`src/rtl/fire_packet_tx.sv`:
```
// -----------------------------------------------------------------------------
// fire_packet_tx
//
// Transmit end of the MMCAM firing path. When the matching stage raises FIRE,
// the matched pair is stored in a small FIFO as {tag, left, right}. The two
// operands are placed left/right according to the L/R bit of the incoming
// token. Each stored packet is then sent downstream over a clocked four-phase
// REQ/ACK handshake.
//
// Ports
//   CP        in   clock, rising edge
//   MR        in   master reset, asynchronous, active-low
//   FIRE      in   match fired this cycle
//   TAG       in   color/gen/dest of the matched token
//   IN_LR     in   L/R bit of the incoming token (0 = left, 1 = right)
//   IN_DATA   in   incoming token operand
//   ENT_DATA  in   operand held by the matched entry
//   FULL      out  FIFO holds DEPTH packets (back-pressure to matching stage)
//   OVF       out  sticky: a FIRE was refused while FULL
//   REQ       out  packet valid to downstream
//   ACK       in   downstream acknowledge
//   PKT_TAG   out  packet tag
//   PKT_L     out  left operand
//   PKT_R     out  right operand
//
// Optional build macro FIRE_PKT_CNT_EN adds:
//   FIRE_CNT  out  16-bit count of completed handshakes (wraps)
//   DROP_CNT  out  8-bit count of refused FIREs (saturates)
// -----------------------------------------------------------------------------
module fire_packet_tx #(
    parameter int unsigned TAG_W  = 18,
    parameter int unsigned DATA_W = 16,
    parameter int unsigned DEPTH  = 4
) (
    input  logic              CP,
    input  logic              MR,
    input  logic              FIRE,
    input  logic [TAG_W-1:0]  TAG,
    input  logic              IN_LR,
    input  logic [DATA_W-1:0] IN_DATA,
    input  logic [DATA_W-1:0] ENT_DATA,
    output logic              FULL,
    output logic              OVF,
    output logic              REQ,
    input  logic              ACK,
    output logic [TAG_W-1:0]  PKT_TAG,
    output logic [DATA_W-1:0] PKT_L,
    output logic [DATA_W-1:0] PKT_R
`ifdef FIRE_PKT_CNT_EN
    ,
    output logic [15:0]       FIRE_CNT,
    output logic [7:0]        DROP_CNT
`endif
);

    localparam int unsigned PTR_W = $clog2(DEPTH);
    localparam int unsigned CNT_W = $clog2(DEPTH) + 1;
    localparam int unsigned ENT_W = TAG_W + 2 * DATA_W;
    localparam logic [CNT_W-1:0] FullCount = CNT_W'(DEPTH);

    typedef enum logic [1:0] {
        StIdle,
        StReqHi,
        StReqLo
    } state_e;

    // -------------------------------------------------------------------------
    // Capture side
    // -------------------------------------------------------------------------
    logic [DATA_W-1:0] cap_l;
    logic [DATA_W-1:0] cap_r;
    logic [ENT_W-1:0]  cap_entry;
    logic              full;
    logic              push;
    logic              refuse;

    always_comb begin
        cap_l     = IN_LR ? ENT_DATA : IN_DATA;
        cap_r     = IN_LR ? IN_DATA  : ENT_DATA;
        cap_entry = {TAG, cap_l, cap_r};
    end

    // -------------------------------------------------------------------------
    // FIFO state
    // -------------------------------------------------------------------------
    logic [ENT_W-1:0] mem_q [DEPTH];
    logic [PTR_W-1:0] wr_ptr_q, wr_ptr_d;
    logic [PTR_W-1:0] rd_ptr_q, rd_ptr_d;
    logic [CNT_W-1:0] count_q, count_d;
    logic             ovf_q, ovf_d;
    logic [ENT_W-1:0] head;

    // FSM strobes
    logic             load;
    logic             pop;

    // Full is decoded from the registered count, so a pop in the same cycle
    // cannot open a slot for a FIRE arriving while full.
    assign full   = (count_q == FullCount);
    assign push   = FIRE && !full;
    assign refuse = FIRE && full;
    assign head   = mem_q[rd_ptr_q];

    always_comb begin
        wr_ptr_d = wr_ptr_q;
        rd_ptr_d = rd_ptr_q;
        count_d  = count_q;
        ovf_d    = ovf_q | refuse;

        // DEPTH is a power of two, so natural pointer overflow gives mod DEPTH.
        if (push) begin
            wr_ptr_d = wr_ptr_q + PTR_W'(1);
        end
        if (pop) begin
            rd_ptr_d = rd_ptr_q + PTR_W'(1);
        end

        unique case ({push, pop})
            2'b10:   count_d = count_q + CNT_W'(1);
            2'b01:   count_d = count_q - CNT_W'(1);
            default: count_d = count_q;
        endcase
    end

    always_ff @(posedge CP or negedge MR) begin
        if (!MR) begin
            wr_ptr_q <= '0;
            rd_ptr_q <= '0;
            count_q  <= '0;
            ovf_q    <= 1'b0;
        end else begin
            wr_ptr_q <= wr_ptr_d;
            rd_ptr_q <= rd_ptr_d;
            count_q  <= count_d;
            ovf_q    <= ovf_d;
        end
    end

    // Storage carries no reset; a slot is only read after it has been written.
    always_ff @(posedge CP) begin
        if (push) begin
            mem_q[wr_ptr_q] <= cap_entry;
        end
    end

    // -------------------------------------------------------------------------
    // Handshake FSM: state register / next state / outputs
    // -------------------------------------------------------------------------
    state_e state_q, state_d;
    logic   req_q, req_d;

    always_ff @(posedge CP or negedge MR) begin
        if (!MR) begin
            state_q <= StIdle;
        end else begin
            state_q <= state_d;
        end
    end

    always_comb begin
        state_d = state_q;
        unique case (state_q)
            StIdle: begin
                // A high ACK left over from a previous transfer must drop
                // before a new REQ is raised.
                if ((count_q != '0) && !ACK) begin
                    state_d = StReqHi;
                end
            end
            StReqHi: begin
                if (ACK) begin
                    state_d = StReqLo;
                end
            end
            StReqLo: begin
                if (!ACK) begin
                    state_d = StIdle;
                end
            end
            default: state_d = StIdle;
        endcase
    end

    always_comb begin
        load  = (state_q == StIdle) && (count_q != '0) && !ACK;
        pop   = (state_q == StReqHi) && ACK;
        req_d = req_q;
        if (load) begin
            req_d = 1'b1;
        end else if (pop) begin
            req_d = 1'b0;
        end
    end

    // -------------------------------------------------------------------------
    // Packet output registers, held stable from REQ rise until the next load
    // -------------------------------------------------------------------------
    logic [TAG_W-1:0]  pkt_tag_q;
    logic [DATA_W-1:0] pkt_l_q;
    logic [DATA_W-1:0] pkt_r_q;

    always_ff @(posedge CP or negedge MR) begin
        if (!MR) begin
            req_q     <= 1'b0;
            pkt_tag_q <= '0;
            pkt_l_q   <= '0;
            pkt_r_q   <= '0;
        end else begin
            req_q <= req_d;
            if (load) begin
                pkt_tag_q <= head[ENT_W-1 -: TAG_W];
                pkt_l_q   <= head[2*DATA_W-1 -: DATA_W];
                pkt_r_q   <= head[DATA_W-1:0];
            end
        end
    end

    assign FULL    = full;
    assign OVF     = ovf_q;
    assign REQ     = req_q;
    assign PKT_TAG = pkt_tag_q;
    assign PKT_L   = pkt_l_q;
    assign PKT_R   = pkt_r_q;

`ifdef FIRE_PKT_CNT_EN
    // -------------------------------------------------------------------------
    // Statistics counters
    // -------------------------------------------------------------------------
    logic [15:0] fire_cnt_q, fire_cnt_d;
    logic [7:0]  drop_cnt_q, drop_cnt_d;

    always_comb begin
        fire_cnt_d = fire_cnt_q;
        drop_cnt_d = drop_cnt_q;
        // A pop is exactly the REQ_HI -> REQ_LO transition.
        if (pop) begin
            fire_cnt_d = fire_cnt_q + 16'd1;
        end
        if (refuse && (drop_cnt_q != 8'hFF)) begin
            drop_cnt_d = drop_cnt_q + 8'd1;
        end
    end

    always_ff @(posedge CP or negedge MR) begin
        if (!MR) begin
            fire_cnt_q <= '0;
            drop_cnt_q <= '0;
        end else begin
            fire_cnt_q <= fire_cnt_d;
            drop_cnt_q <= drop_cnt_d;
        end
    end

    assign FIRE_CNT = fire_cnt_q;
    assign DROP_CNT = drop_cnt_q;
`endif

endmodule

```
`config.mk`:
```
export PLATFORM = sky130hd
export DESIGN_NAME = fire_packet_tx
export DESIGN_NICKNAME = d
export VERILOG_FILES = /design/src/rtl/fire_packet_tx.sv
export SDC_FILE = /design/constraint.sdc
export NUM_CORES = 1
export LEC_CHECK = 0
export ABC_AREA = 1
export BUFFER_PORTS_ARGS = -buffer_cell sky130_fd_sc_hd__buf_2
export CORE_MARGIN = 1
export CORE_UTILIZATION = 55
export DETAILED_ROUTE_END_ITERATION = 8
export HOLD_SLACK_MARGIN = 0.05
export PLACE_DENSITY_LB_ADDON = 0.2
export SYNTH_ARGS = -nofsm -noshare
export SYNTH_HDL_FRONTEND = slang
export SYNTH_SLANG_ARGS = --single-unit
```
`constraint.sdc`:
```
create_clock -name CP -period 4.2 [get_ports CP]
set_input_delay 0.63 -clock CP [delete_from_list [all_inputs] [get_ports CP]]
set_output_delay 0.63 -clock CP [all_outputs]
set_load 0.02 [all_outputs]
```
# After elaboration in Yosys (flattened, before gate mapping)
# Memory sizes are Yosys's and may differ from the RTL's. A register that Yosys moved wholly into a read port is not among the register bits.
# Cells that the tools add are included.
# totals
register_bits	11
latchBits	0
ramBits	200
rom_bits	0
input_bits	55
out_inout_bits	53
word_cells	45
mem_count	1
# memory_table
memory	words	word_bits	rd	rd_clocked_by_memory_dff	wr	line_no	text
mem_q	4	50	1	1	1	86	logic [ENT_W-1:0] mem_q [DEPTH];
# classes
n_addsub	4
mul	0
n_div	0
magnitude_cmp	0
eq_ne	8
n_shift	0
mux	11
bitwise_logic	1
reduce_logical	14
# ops
operator	n
$mux 16	2
$logic_and 1x1->1	6
$mux 2	3
$ne 2x2->1 const B	3
$pmux 2 s3	1
$pmux 3 s2	1
$add 2x1->2 const B	2
$eq 2x1->1 const B	2
$eq 2x2->1 const B	2
$mux 1	4
$reduce_bool 2->1	2
$add 3x1->3 const B	1
$eq 3x3->1 const B	1
$logic_not 1->1	3
$reduce_and 3->1	1
$reduce_bool 3->1	1
$sub 3x1->3 const B	1
$logic_not 2->1	1
$or 1x1->1	1

# Longest topological paths before layout
# Gate-level depths: netlist (run 1).
# logic_depth
depth_word	5
mapped_depth	10
depth_no_buf	10

# Worst setup path after synthesis (run 1)
# OpenSTA, ideal clock, no wires.
# synth_path
path_type	in2reg
start	in FIRE
end	mem mem_q[0][0] (netlist name), enable pin
setup_time_ps	458
arrival_ps	2834
required_ps	3742
path_slack_ps	908
path_stages	2
n_path_buf	0
cell_sequence	nand2_2 nor2_1
# synth_between
elab_chain_len	3
# synth_rtl
element	line_no	text
start, declared	37	input logic FIRE,
$logic_and 1x1->1	100	assign push = FIRE && !full;
$mux 1	141	if (push) begin
$mux 1 (not written as such)	142	mem_q[wr_ptr_q] <= cap_entry;
end, declared	86	
# Every way passes these cells.

==> results of run 1 <==
-- registers in the layout, summed over array words and instances, names as in the netlist --
signal and flops:
wr_ptr_q 2, PKT_TAG 18, count_q 3, PKT_L 16, PKT_R 16, mem_q 200
REQ 1, state_q 2, rd_ptr_q 2, OVF 1
-- through the flow --
step | setup WS, ps | hold slack, ps | area, sq um | power (uW)
2_1_floorplan | 908 | 334 | 11300 | 6040
3_3_place_gp | 2030 | 441 | 12000 | 6770
3_5_place_dp | 1990 | 444 | 12000 | 6830
4_1_cts | 1970 | 243 | 12900 | 9310
5_1_grt | 1780 | 282 | 12900 | 9820
6_report | 1960 | 212 | 12900 | 9220
-- where the power goes --
group / internal (uW) / total [uW] / switching [uW]
Sequential: 3510 / 3740 / 229
Clock: 1510 / 2470 / 960
Combinational: 866 / 3010 / 2140
-- cells in the mapped netlist --
library cell  number  area share (%)
edfxtp_1         200              53
inv_2              4            0.13
xor2_1             4            0.31
buf_2             22            0.97
nand3_2            2            0.18
nor2_8             1            0.18
clkbuf_1           3           0.099
ha_1               5            0.55
o21ai_0           18            0.80
a21o_1             1           0.066
buf_6             12             1.2
fa_1               1            0.18
nand2_2            2            0.11
buf_1              2           0.066
nor2_2             1           0.055
buf_4             11            0.73
nor2_1            21            0.70
inv_1            231             7.7
xnor2_1            1           0.077
dfrtp_1           61              13
nand3_1          105             4.6
a21oi_1           17            0.75
nand2_1          424              14
-- cell type report --
class,count,area (sq um)
Inverter,235,883
Fill cell,1650,7340
Multi-Input combinational cell,603,2590
Tap cell,270,338
Sequential cell,261,7540
Timing Repair Buffer,116,606
Clock inverter,19,231
Clock buffer,31,701
-- layout by cell type (no fill, tap or decap) --
cell type	Yosys	final
dfrtp_4	0	1
dfrtp_1	61	59
clkinv_2	0	7
inv_1	231	231
clkbuf_16	0	27
buf_4	11	10
bufinv_16	0	5
xnor2_1	1	1
buf_2	22	106
edfxtp_1	200	200
nand3_2	2	2
nor2_8	1	1
clkinv_4	0	1
clkinv_1	0	6
nor2_1	21	17
fa_1	1	1
a21o_1	1	1
inv_16	0	1
clkbuf_8	0	1
nor2_2	1	1
xor2_1	4	4
o21ai_0	18	18
nand2_1	424	424
nand3_1	105	105
clkbuf_1	3	3
dfrtp_2	0	1
ha_1	5	5
a21oi_1	17	17
nand2_2	2	2
nor2_4	0	4
inv_2	4	3
-- metal layers --
metal	vias up	part of all wire (%)	GRT usage, %	wire [um]
met5	-	0	0	0
met3	30	6.0	3.35	1360
met4	0	2.1	5.42	480
li1	3745	-	-	-
met2	213	48	37.0	10800
met1	3380	44	30.4	9890
-- logic make-up (layout without fill, tap and decap cells) --
| group | count (synthesis) | after routing | share of synthesized area [%] |
|---|---|---|---|
| AND/OR/NAND/NOR | 556 | 556 | 19.9 |
| AO/OA/AOI/OAI | 36 | 36 | 1.61 |
| adder cells (fa/ha/maj) | 6 | 6 | 0.729 |
| buffers and inverters | 285 | 401 | 10.8 |
| XOR/XNOR | 5 | 5 | 0.387 |
| flip-flops | 261 | 261 | 66.5 |
-- how the worst max path moves through the flow --
stage	slack [ps]	endpoint	from
3_5_place_dp	1990	PKT_L[12]	rd_ptr_q[0]
5_1_grt	1780	PKT_L[12]	rd_ptr_q[0]
6_report	1960	PKT_L[12]	rd_ptr_q[0]
2_1_floorplan	910	mem_q[0][0]	FIRE
3_3_place_gp	2030	PKT_L[7]	rd_ptr_q[0]
4_1_cts	1970	PKT_L[12]	rd_ptr_q[0]
==> results.json, run 1 <==
{
  "rows": 52,
  "hold_path_class": "in -> async",
  "r2r_end": "PKT_L[12]",
  "antenna_found_initial": 0,
  "ir_drop_mv": 0.371,
  "syn_inst": 1149,
  "cts_tree": "done",
  "required_ps": 4630,
  "rsz0062_at_grt": "false",
  "globalplace.congestion": 0.728,
  "grt_first_pass_wirelength_um": 36700,
  "path_depth": 7,
  "fin_skew_ps": 12.6,
  "dp_hpwl_um": 12200,
  "antenna_left": 0,
  "via_count": 7368,
  "antenna_cells": 0,
  "cts_root_buffer": "clkbuf_16",
  "fin_cells": 1535,
  "tightest_slew_ps": 1160,
  "grt_overflow": 0,
  "first_pass_iters": 5,
  "fp.dieH_um": 145,
  "io_buffers": 107,
  "first_global_vias": 7066,
  "post_cts_resized": 0,
  "reg2regPathDepth": 7,
  "ys_ff_latch": 261,
  "rr_startpoint": "rd_ptr_q[0]",
  "grt_max_degree": 101,
  "max_freq_mhz": 446,
  "post-cts-setup-buffers": 0,
  "syn_area_sq_um": 11300,
  "worstPathCellList": "clkinv_2 -> buf_4 -> nand2_1 -> nand3_1 -> nand2_1 -> nand2_1 -> nand2_1",
  "avgRoutedWirePerCell_um": 14.7,
  "clk_latency_ps": 540,
  "slew_viol_final": 0,
  "clk_pin_slew_ps": 60,
  "critical_path_buf_inv_count": 2,
  "io_pins": 108,
  "h-tree-depth": 1,
  "cts_hold_buf": 0,
  "worst-path-max-fanout": 62,
  "slew_headroom_pct": 23.0,
  "yosys_warnings": 0,
  "dieArea_sq_um": 21200,
  "hold_viol_final": 0,
  "status": "finished, final reports clean",
  "syn_to_final_growth_pct": 13.8,
  "avgSynthCellArea_sq_um": 9.86,
  "viasPerCell": 4.80,
  "setup_tns_ps": 0,
  "finalSetupViolations": 0,
  "track_usage_pct": 22.1,
  "cts_buffer_depth": 3,
  "max_stage_delay_ps": 660,
  "drc": 0,
  "min_period_over_period_pct": 53.3,
  "worst_path_dominant_cell_family": "buffers and inverters",
  "num-nets-final": 1305,
  "period_needed_ps": 2240,
  "critical_path_arrival_ps": 2670,
  "end_kind": "register",
  "dp_cells": 1485,
  "syn_nets": 1210,
  "die_w_um": 145,
  "drt_iter0_drc": 485,
  "cts.sinks": 261,
  "cts_made_buffers": 27,
  "cp_slowest_cell": "buf_4",
  "yosysUniqueCellTypes": 23,
  "maxCapViolCount": 0,
  "p_leak_uw": 0.00629,
  "cp_common_cell": "nand2_1",
  "ys_seq_area_share_pct": 66.5,
  "fin_util_pct": 63.7,
  "core_area_sq_um": 20200,
  "power_density_nw_per_um2": 715,
  "cp-start-kind": "register",
  "rrSetupSlack_ps": 1960,
  "wirelength_um": 22500,
  "initial_core_util_pct": 56.0,
  "drive_gt1_share_pct": 13.7,
  "path_class": "reg -> reg"
}
Note: power is estimated with default switching activity, not from simulation.
==> run 2, diff against run 1 <==
ABC_AREA = 0   (was 1)
CORE_UTILIZATION = 52   (was 55)
clock period = 1.9 ns   (was 4.2 ns; I/O delays follow)
==> run 2 against run 1 <==
Compared with the run above:
- wire length fell by 18%
- count of clock-buffer cells in the layout is 2 higher
- combinational power grew 100%
- sequential power increased by 130%
- sequential share of layout area rose by 2.6 points
- core utilization rose by 1.8 points
- cell area shrank 4.3%
- clock skew shrank 4.2 ps
- die area down 6.0%
- hold slack got worse by 75 ps
==> results.json, run 2 <==
{
  "status": "finished, final reports clean",
  "clk_latency_ps": 510,
  "required_ps": 2330,
  "p_switching_uw": 5700,
  "mostFrequentLayoutCells": "200 x edfxtp_1, 106 x buf_2, 78 x mux2_2, 58 x dfrtp_1, 48 x mux4_2",
  "grt_first_pass_wirelength_um": 29100,
  "core_area_sq_um": 18800,
  "rrSetupSlack_ps": 90,
  "reg2regPathDepth": 9,
  "dp_hpwl_um": 11000,
  "slew_viol_final": 0,
  "end_kind": "register",
  "cts_root_buffer": "clkbuf_16",
  "drive_gt1_share_pct": 51.0,
  "num-nets-final": 676,
  "syn_area_sq_um": 10100,
  "fillCellCount": 1266,
  "netlist_top_cells_area": "edfxtp_1 60%, dfrtp_1 15%, mux4_2 11%",
  "antenna_found_initial": 1,
  "maxCapViolCount": 0,
  "max_freq_mhz": 552,
  "hold_path_end": "mem_q[0][23]",
  "largest_reg_flops": 200,
  "cts.sinks": 261,
  "viasPerCell": 5.36,
  "fin_util_pct": 65.5,
  "cts_made_buffers": 27,
  "p_clk_share_pct": 27.4,
  "power_density_nw_per_um2": 1610,
  "synth_edf_count": 200,
  "track_usage_pct": 19.6,
  "dieArea_sq_um": 19900,
  "worst_path_dominant_cell_family": "adder cells",
  "ys_ff_latch": 261,
  "ys.flop_type": "edfxtp_1",
  "wirelength_um": 18500,
  "seqPwrFrac_pct": 42.4,
  "io_pins": 108,
  "finalSetupViolations": 0,
  "ys_seq_area_share_pct": 74.9,
  "slew_headroom_pct": 62.1,
  "h-tree-depth": 1,
  "antenna_cells": 0,
  "worstHoldStart": "ENT_DATA[7]",
  "yosysMostFrequentCell": "edfxtp_1",
  "tightest_slew_ps": 568,
  "worst-path-max-fanout": 2,
  "final_common_cell": "edfxtp_1",
  "first_pass_iters": 4,
  "cts_tree": "done",
  "worstPathCellList": "nor3b_4 -> nor2b_2 -> inv_2 -> ha_4 -> inv_2 -> fa_2 -> xor2_1 -> nor2_1 -> xor2_1",
  "fin_skew_ps": 8.42,
  "cp-start-kind": "register",
  "r2r_end": "count_q[2]",
  "rr_startpoint": "count_q[0]",
  "avgRoutedWirePerCell_um": 20.6,
  "io_buffers": 107,
  "first_global_vias": 5329,
  "hold_viol_final": 0,
  "critical_path_buf_inv_count": 2,
  "p_comb_share_pct": 30.2,
  "rows": 50,
  "antenna_left": 0,
  "critical_path_arrival_ps": 2240,
  "synth_top_area_share_pct": 59.7,
  "p_sw_share_pct": 28.7,
  "syn_to_final_growth_pct": 22.6,
  "path_class": "reg -> reg",
  "cp_slowest_cell": "dfrtp_1",
  "hold_path_class": "in -> reg",
  "grt_max_degree": 38,
  "yosys_warnings": 0,
  "die_w_um": 141,
  "async_flop_share_pct": 23.4,
  "max_stage_delay_ps": 410,
  "initial_core_util_pct": 53.4,
  "whs_ps": 137,
  "syn_nets": 513,
  "synth_area_leader_cell": "edfxtp_1",
  "drt_iter0_drc": 273,
  "yosysUniqueCellTypes": 26,
  "drc": 0,
  "ir_drop_mv": 1.06,
  "p_leak_uw": 0.00453,
  "rsz0062_at_grt": "true",
  "fp.dieH_um": 141,
  "cts_buffer_depth": 3,
  "grt_overflow": 0,
  "syn_inst": 452,
  "holdPathStages": 2,
  "clk_pin_slew_ps": 60,
  "via_count": 4797,
  "synth_common_cells": "200 x edfxtp_1, 78 x mux2_2, 61 x dfrtp_1",
  "internal-power_uw": 14200,
  "globalplace.congestion": 0.675,
  "period_needed_ps": 1810,
  "top_register": "mem_q",
  "avgSynthCellArea_sq_um": 22.3,
  "min_period_over_period_pct": 95.4
}
-- run 2: changes by cell type after synthesis, sizes merged, moves of 3 or more --
cell and change:
nand2 -425, a21oi -17, clkbuf +3, buf -32, xnor2 +3, and2 +5
inv -227, mux4 +50, nand3 -107, o21ai -18, mux2 +83, nor2 -22
-- run 2: through the flow --
stage               cell area (sq um)  setup slack (ps)  power, uW  cells  TNS (ps)
finish                          12300              87.9      19900    895         0
global route                    12300             -22.8      20800    895     -22.8
CTS                             12300              34.3      20100    893         0
detailed placement              11100             -39.7      14600    820     -39.7
global placement                11100              96.1      14400    820         0
floorplan                       10100             -65.7      12500    452      -937
-- run 2: worst max-delay path by stage --
stage	start	end	slack (ps)	cells after the start
after floorplan	count_q[0]	count_q[2]	-70	9
after global placement	count_q[0]	count_q[2]	100	9
after detailed placement	count_q[0]	count_q[2]	-40	9
after CTS	count_q[1]	count_q[2]	30	9
after global routing	count_q[0]	count_q[2]	-20	9
final	count_q[0]	count_q[2]	90	9
-- run 2: cell families after synthesis --
| logic type | after synthesis | share of synthesized area [%] |
|---|---|---|
| compound gates | 3 | 0.224 |
| xor+xnor | 7 | 0.609 |
| fa+ha+maj | 6 | 0.821 |
| buf+inv | 29 | 1.77 |
| flops | 261 | 74.9 |
| mux | 134 | 20.8 |
| simple gates | 12 | 0.858 |
-- run 2: power by group through the flow --
stage | combinational, uW | sequential (uW) | clock [uW]
2_1_floorplan | 3430 | 9090 | 0
3_3_place_gp | 5900 | 8480 | 0
3_5_place_dp | 6020 | 8580 | 0
4_1_cts | 6130 | 8470 | 5530
5_1_grt | 6480 | 8600 | 5770
6_report | 6010 | 8440 | 5450
-- run 2: final cells by class --
class	instances	area, sq um	share of cell area, %
clock buffer	33	728	5.90
inverter	8	30.0	0.243
timing repair buffer	155	1130	9.13
multi-input combinational	162	2380	19.3
tap	260	325	2.64
sequential	261	7540	61.1
clock inverter	16	206	1.67
-- run 2: repair_timing --
item / CTS / global route
hold buffers: 21 / 0
pin swaps: 1 / 3
endpoints found under the hold margin: 108 / 0
endpoints found under the setup margin: 1 / 1
buffers inserted: 3 / 2
gates resized for setup: 1 / 3
-- run 2: routing by layer --
layer	routed length, um	global-route usage [%]	up-vias
met5	10	0	-
met1	7690	25.2	2520
met2	9650	34.3	103
li1	-	-	2141
met4	369	4.52	2
met3	749	3.94	31
